<file path="src/rtl/core_pkg.sv">
// Shared core encodings: writeback select, load types, register zero, WB register layout.
// Reused by decode, MEM and the MEM/WB stage.
package core_pkg;

    localparam logic [1:0] WB_SEL_ALU  = 2'b00;
    localparam logic [1:0] WB_SEL_LOAD = 2'b01;
    localparam logic [1:0] WB_SEL_LINK = 2'b10;

    localparam logic [2:0] LD_LW  = 3'b000;
    localparam logic [2:0] LD_LB  = 3'b001;
    localparam logic [2:0] LD_LBU = 3'b010;
    localparam logic [2:0] LD_LH  = 3'b011;
    localparam logic [2:0] LD_LHU = 3'b100;

    localparam logic [4:0] REG_ZERO = 5'd0;

    typedef struct packed {
        logic        valid;
        logic        reg_write;
        logic [4:0]  rd_addr;
        logic [1:0]  wb_sel;
        logic [2:0]  load_type;
        logic [31:0] alu_result;
        logic [31:0] load_data;
        logic [31:0] pc_plus4;
    } wb_reg_t;

endpackage

</file>
<file path="src/rtl/mem_wb_stage_if.sv">
// MEM->WB bundle: stage controls, MEM-side fields, and the register-file write port.
interface mem_wb_stage_if;

    logic        stall;
    logic        flush;
    logic        mem_valid;
    logic        mem_reg_write;
    logic [4:0]  mem_rd_addr;
    logic [1:0]  mem_wb_sel;
    logic [2:0]  mem_load_type;
    logic [31:0] mem_alu_result;
    logic [31:0] mem_load_data;
    logic [31:0] mem_pc_plus4;

    logic        wb_reg_write;
    logic [4:0]  wb_rd_addr;
    logic [31:0] wb_rd_data;
    logic [31:0] instret;

    modport master (
        output stall, flush, mem_valid, mem_reg_write, mem_rd_addr, mem_wb_sel,
               mem_load_type, mem_alu_result, mem_load_data, mem_pc_plus4,
        input  wb_reg_write, wb_rd_addr, wb_rd_data, instret
    );

    modport slave (
        input  stall, flush, mem_valid, mem_reg_write, mem_rd_addr, mem_wb_sel,
               mem_load_type, mem_alu_result, mem_load_data, mem_pc_plus4,
        output wb_reg_write, wb_rd_addr, wb_rd_data, instret
    );

endinterface

</file>
<file path="src/rtl/mem_wb_stage_load_ext.sv">
// load_ext: little-endian byte/halfword extraction with sign or zero extension.
// Purely combinational; instantiated only when WB_LOAD_EXT_EN is defined.
module load_ext
    import core_pkg::*;
(
    input  logic [2:0]  load_type,
    input  logic [1:0]  offset,
    input  logic [31:0] data,
    output logic [31:0] ext
);

    logic [7:0]  byte_v;
    logic [15:0] half_v;

    always_comb begin
        byte_v = data[7:0];
        case (offset)
            2'd1:    byte_v = data[15:8];
            2'd2:    byte_v = data[23:16];
            2'd3:    byte_v = data[31:24];
            default: byte_v = data[7:0];
        endcase
        // offset[0] is ignored for halfwords: no misalignment trap
        half_v = offset[1] ? data[31:16] : data[15:0];

        case (load_type)
            LD_LB:   ext = {{24{byte_v[7]}}, byte_v};
            LD_LBU:  ext = {24'd0, byte_v};
            LD_LH:   ext = {{16{half_v[15]}}, half_v};
            LD_LHU:  ext = {16'd0, half_v};
            default: ext = data;
        endcase
    end

endmodule

</file>
<file path="src/rtl/mem_wb_stage.sv">
// MEM/WB pipeline register, writeback select and retired-instruction counter.
// Optional macro WB_LOAD_EXT_EN enables byte/halfword load extraction (load_ext).
module mem_wb_stage
    import core_pkg::*;
(
    input  logic           clk,
    input  logic           rst_n,
    mem_wb_stage_if.slave  bus
);

    wb_reg_t     r;
    logic [31:0] instret_q;
    logic [31:0] load_word;

    always_ff @(posedge clk or negedge rst_n) begin
        if (!rst_n) begin
            r <= '0;
        end else if (bus.flush) begin
            r.valid     <= 1'b0;
            r.reg_write <= 1'b0;
        end else if (!bus.stall) begin
            r <= '{valid:      bus.mem_valid,
                   reg_write:  bus.mem_reg_write,
                   rd_addr:    bus.mem_rd_addr,
                   wb_sel:     bus.mem_wb_sel,
                   load_type:  bus.mem_load_type,
                   alu_result: bus.mem_alu_result,
                   load_data:  bus.mem_load_data,
                   pc_plus4:   bus.mem_pc_plus4};
        end
    end

    // The WB instruction retires whenever the register is overwritten: normal
    // advance, or a flush replacing a stalled instruction with a bubble.
    always_ff @(posedge clk or negedge rst_n) begin
        if (!rst_n) begin
            instret_q <= '0;
        end else if (r.valid && (!bus.stall || bus.flush)) begin
            instret_q <= instret_q + 32'd1;
        end
    end

`ifdef WB_LOAD_EXT_EN
    load_ext u_load_ext (
        .load_type (r.load_type),
        .offset    (r.alu_result[1:0]),
        .data      (r.load_data),
        .ext       (load_word)
    );
`else
    logic unused_load_type;
    assign unused_load_type = ^r.load_type;
    assign load_word        = r.load_data;
`endif

    always_comb begin
        case (r.wb_sel)
            WB_SEL_LOAD: bus.wb_rd_data = load_word;
            WB_SEL_LINK: bus.wb_rd_data = r.pc_plus4;
            default:     bus.wb_rd_data = r.alu_result;
        endcase
    end

    assign bus.wb_reg_write = r.valid & r.reg_write & (r.rd_addr != REG_ZERO);
    assign bus.wb_rd_addr   = r.rd_addr;
    assign bus.instret      = instret_q;

endmodule

</file>
<file path="src/flat_wrapper.sv">
// flat-port wrapper written by rule: the top's interface ports become plain ports
module mem_wb_stage_flat import core_pkg::*;
  (clk, rst_n, bus_stall, bus_flush, bus_mem_valid, bus_mem_reg_write, bus_mem_rd_addr, bus_mem_wb_sel, bus_mem_load_type, bus_mem_alu_result, bus_mem_load_data, bus_mem_pc_plus4, bus_wb_reg_write, bus_wb_rd_addr, bus_wb_rd_data, bus_instret);
  mem_wb_stage_if bus_i ();
  input  logic clk;
  input  logic rst_n;
  input wire logic [$bits(bus_i.stall)-1:0] bus_stall;
  input wire logic [$bits(bus_i.flush)-1:0] bus_flush;
  input wire logic [$bits(bus_i.mem_valid)-1:0] bus_mem_valid;
  input wire logic [$bits(bus_i.mem_reg_write)-1:0] bus_mem_reg_write;
  input wire logic [$bits(bus_i.mem_rd_addr)-1:0] bus_mem_rd_addr;
  input wire logic [$bits(bus_i.mem_wb_sel)-1:0] bus_mem_wb_sel;
  input wire logic [$bits(bus_i.mem_load_type)-1:0] bus_mem_load_type;
  input wire logic [$bits(bus_i.mem_alu_result)-1:0] bus_mem_alu_result;
  input wire logic [$bits(bus_i.mem_load_data)-1:0] bus_mem_load_data;
  input wire logic [$bits(bus_i.mem_pc_plus4)-1:0] bus_mem_pc_plus4;
  output wire logic [$bits(bus_i.wb_reg_write)-1:0] bus_wb_reg_write;
  output wire logic [$bits(bus_i.wb_rd_addr)-1:0] bus_wb_rd_addr;
  output wire logic [$bits(bus_i.wb_rd_data)-1:0] bus_wb_rd_data;
  output wire logic [$bits(bus_i.instret)-1:0] bus_instret;
  assign bus_i.stall = bus_stall;
  assign bus_i.flush = bus_flush;
  assign bus_i.mem_valid = bus_mem_valid;
  assign bus_i.mem_reg_write = bus_mem_reg_write;
  assign bus_i.mem_rd_addr = bus_mem_rd_addr;
  assign bus_i.mem_wb_sel = bus_mem_wb_sel;
  assign bus_i.mem_load_type = bus_mem_load_type;
  assign bus_i.mem_alu_result = bus_mem_alu_result;
  assign bus_i.mem_load_data = bus_mem_load_data;
  assign bus_i.mem_pc_plus4 = bus_mem_pc_plus4;
  assign bus_wb_reg_write = bus_i.wb_reg_write;
  assign bus_wb_rd_addr = bus_i.wb_rd_addr;
  assign bus_wb_rd_data = bus_i.wb_rd_data;
  assign bus_instret = bus_i.instret;
  mem_wb_stage u_core (.clk(clk), .rst_n(rst_n), .bus(bus_i));
endmodule
</file>
<file path="config.mk">
export PLATFORM = sky130hd
export DESIGN_NAME = mem_wb_stage_flat
export DESIGN_NICKNAME = d
export VERILOG_FILES = /design/src/rtl/core_pkg.sv /design/src/rtl/mem_wb_stage_if.sv /design/src/rtl/mem_wb_stage_load_ext.sv /design/src/rtl/mem_wb_stage.sv /design/src/flat_wrapper.sv
export SDC_FILE = /design/constraint.sdc
export NUM_CORES = 1
export LEC_CHECK = 0
export ABC_AREA = 1
export CAP_MARGIN = 30
export CELL_PAD_IN_SITES_DETAIL_PLACEMENT = 1
export CELL_PAD_IN_SITES_GLOBAL_PLACEMENT = 2
export CORE_MARGIN = 2
export CORE_UTILIZATION = 29
export CTS_CLUSTER_SIZE = 14
export DETAILED_ROUTE_END_ITERATION = 7
export GPL_TIMING_DRIVEN = 0
export HOLD_SLACK_MARGIN = 0.02
export PLACE_DENSITY_LB_ADDON = 0.1
export SLEW_MARGIN = 20
export SYNTH_ARGS = -nofsm -noshare
export SYNTH_HDL_FRONTEND = slang
export SYNTH_SLANG_ARGS = --single-unit
</file>
<file path="constraint.sdc">
create_clock -name clk -period 4.49 [get_ports clk]
set_clock_uncertainty 0.15 [all_clocks]
set_input_delay 1.347 -clock clk [delete_from_list [all_inputs] [get_ports clk]]
set_output_delay 1.347 -clock clk [all_outputs]
set_load 0.02 [all_outputs]
</file>
==> flow_summary.ini <==
[cts]
clk_pin_slew_ns = 0.06
cts_setup_buffers = 0
numCtsBuffers = 17
cts_hold_buf = 0
cts_tree = yes
ctsRootBufferMaster = clkbuf_16
cts.htree.levels = 4
cts_resized = 0
clk_latency_ns = 0.42
clock-sinks = 137
cts_buffer_depth = 2

[pwr]
pwr-share-clk_pct = 37.1
power_density_mw_per_mm2 = 397
p_int_mw = 2.53
peakVddDrop_mv = 0.228
power_frac_comb_pct = 23.8
power_switching_mw = 1.14
leakage_nw = 4.16
switching_share_pct = 31.1
power_frac_seq_pct = 39.1

[logic_synthesis]
synthTopCellsByArea = dfrtp_1 (53%), nand2_1 (13%), o21ai_0 (10%)
synthTopCellsByCount = nand2_1 (218), inv_1 (139), dfrtp_1 (137), o21ai_0 (130), o22ai_1 (31)
synth-main-ff-cell = dfrtp_1
async_flop_share_pct = 100
synth_edf_count = 0
yosys_warnings = 0
netlist.area_leader.share_pct = 52.7
synth_most_common_cell = nand2_1
synth_cells = 808
yosysSeqAreaShare_pct = 52.7
ys_types = 25
yosysTopAreaCell = dfrtp_1
syn-num-nets = 923
synth.avg_cell_area_um2 = 8.05
synth_area_mm2 = 0.00650
ys_seq_elements = 137

[routing]
wl_mm = 21.6
wire_per_inst_um = 16.6
vias_per_cell = 4.57
drt.antenna.violating_nets = 0
via_count = 5937
firstDrtPassIters = 4
drc = 0
first_iter_violations = 220

[setup_path]
crit_chain = inv_1, ha_1, clkinv_1, clkbuf_1, o21ai_0, clkdlybuf4s50_1
worst-path-buf-inv = 4
cp-end-kind = output pin
crit_family = buffers and inverters
crit_fanout = 10
crit_start = u_core.r[99]$_DFFE_PN0P_
cpPeakStageDelay_ns = 0.68
critPathArrivalTime_ns = 2.81
cp.required_ns = 2.99
crit_path_start_kind = register
path_class = reg -> out
reg2reg_from = u_core.bus.instret[1]$_DFFE_PN0P_
crit_slowest_cell = clkdlybuf4s50_1

[outcome]
status = completed

[layout]
area_growth_pct = 42.0
fillerInstances = 2635
fin_area_mm2 = 0.00924
nNetsFinal = 1121
fin_util_pct = 42.2
drive_gt1_share_pct = 6.97

[timing]
fin_ws_ns = 0.183
whs_ns = 0.343
maxSlewViolCount = 0
fmax_mhz = 232
finalSetupViolCount = 0
tns_ns = 0
period_needed_ns = 4.31
layout_worst_path_cycle_share_pct = 95.9
final-hold-violation-count = 0
rsz0062_at_grt = no
worst_slew_pin_slew_ns = 0.690
relSlewSlack_pct = 54.0

[placement]
post-dp-hpwl_mm = 16.2
port_buffers = 178
dp_slack_ns = 0.605
gp_congestion = 0.760
placed_cell_area_mm2 = 0.00867

[die]
coreArea_mm2 = 0.0219
fp-row-count = 54
ioPinCount = 182
die_width_um = 154
dieArea_mm2 = 0.0236
fp.dieH_um = 154
initial_core_util_pct = 29.7

[global_routing]
grt_pass1_wl_mm = 34.8
grt_pass1_vias = 6358
grt_max_degree = 88
antenna_found_initial = 1
gr-total-overflow = 0
grt.total_usage_pct = 19.0

[worst_hold_path]
worstHoldStart = u_core.load_word[6]$_DFFE_PN0P_
hold_path.class = reg -> reg

[flow_run]
cap_viol_max_count = 0
stage by stage:
stage / total power, mW / std cells
4_1_cts: 3.72 / 1299
2_1_floorplan: 1.87 / 808
6_report: 3.67 / 1300
3_5_place_dp: 2.34 / 1267
3_3_place_gp: 2.33 / 1266
5_1_grt: 3.87 / 1299
worst paths after layout:
| kind | slack, ns | depth (start not counted) | end |
|---|---|---|---|
| min in group asynchronous | 0.66 | 1 | u_core.bus.instret[29]$_DFFE_PN0P_ |
| min reg2reg | 0.34 | 2 | u_core.load_word[6]$_DFFE_PN0P_ |
| max in group asynchronous | 2.73 | 2 | u_core.load_word[25]$_DFFE_PN0P_ |
| max | 0.18 | 6 | bus_wb_rd_data[24] |
| max reg2reg | 2.78 | 8 | u_core.bus.instret[22]$_DFFE_PN0P_ |
| min | 0.34 | 2 | u_core.load_word[6]$_DFFE_PN0P_ |
cells in the final DEF, fill, tap and decap left out, types with 11 or more instances in the layout:
master / count
nand2_1: 218
clkdlybuf4s50_1: 177
inv_1: 139
dfrtp_1: 137
o21ai_0: 130
o22ai_1: 31
nor2_1: 27
nand3_1: 26
clkbuf_1: 22
clkbuf_16: 17
buf_2: 13
nand4_1: 11
power groups by stage:
stage,clock (mW),combinational (mW),sequential [mW]
floorplan,0,0.406,1.47
global placement,0,0.877,1.45
detailed placement,0,0.883,1.46
CTS,1.40,0.890,1.44
global route,1.45,0.973,1.45
finish,1.36,0.873,1.44
layout make-up:
type                       instances  area, um2  share of cell area, %
clock buffer                      19        443                   4.80
sequential                       137       3430                   37.1
antenna                            1       2.50                 0.0271
buffer                            40        193                   2.09
inverter                         142        533                   5.77
clock inverter                    13        123                   1.33
tap                              280        350                   3.79
multi-input combinational        489       2350                   25.4
timing repair buffer             179       1810                   19.6
flip-flops by register name, summed over array words and instances, names as in the netlist:
register and count:
u_core.r 68, u_core.bus.instret 32, u_core.load_word 32, u_core.bus.wb_rd_addr 5
worst register-to-register path: cells and delay by family, from the launching register on:
family / cells / cell delay (ns)
adders and majority gates: 1 / 0.19
DFF: 1 / 0.41
and+or+nand+nor: 7 / 0.86
layer usage:
metal	global-route usage (%)	part of all wire, %	vias to the layer above
li1	-	-	2931
met1	25.2	46	2864
met2	31.5	48	125
met3	4.59	4.6	17
met4	4.24	1.2	0
met5	0	0	-
logic make-up after synthesis:
| logic type | after synthesis | synth area share, % |
|---|---|---|
| AND/OR/NAND/NOR | 303 | 19.7 |
| adder cells (fa/ha/maj) | 3 | 0.577 |
| buffers and inverters | 182 | 11.2 |
| XOR/XNOR | 18 | 2.42 |
| flip-flops | 137 | 52.7 |
| AO/OA/AOI/OAI | 165 | 13.4 |
Note: power is estimated with default switching activity, not from simulation.
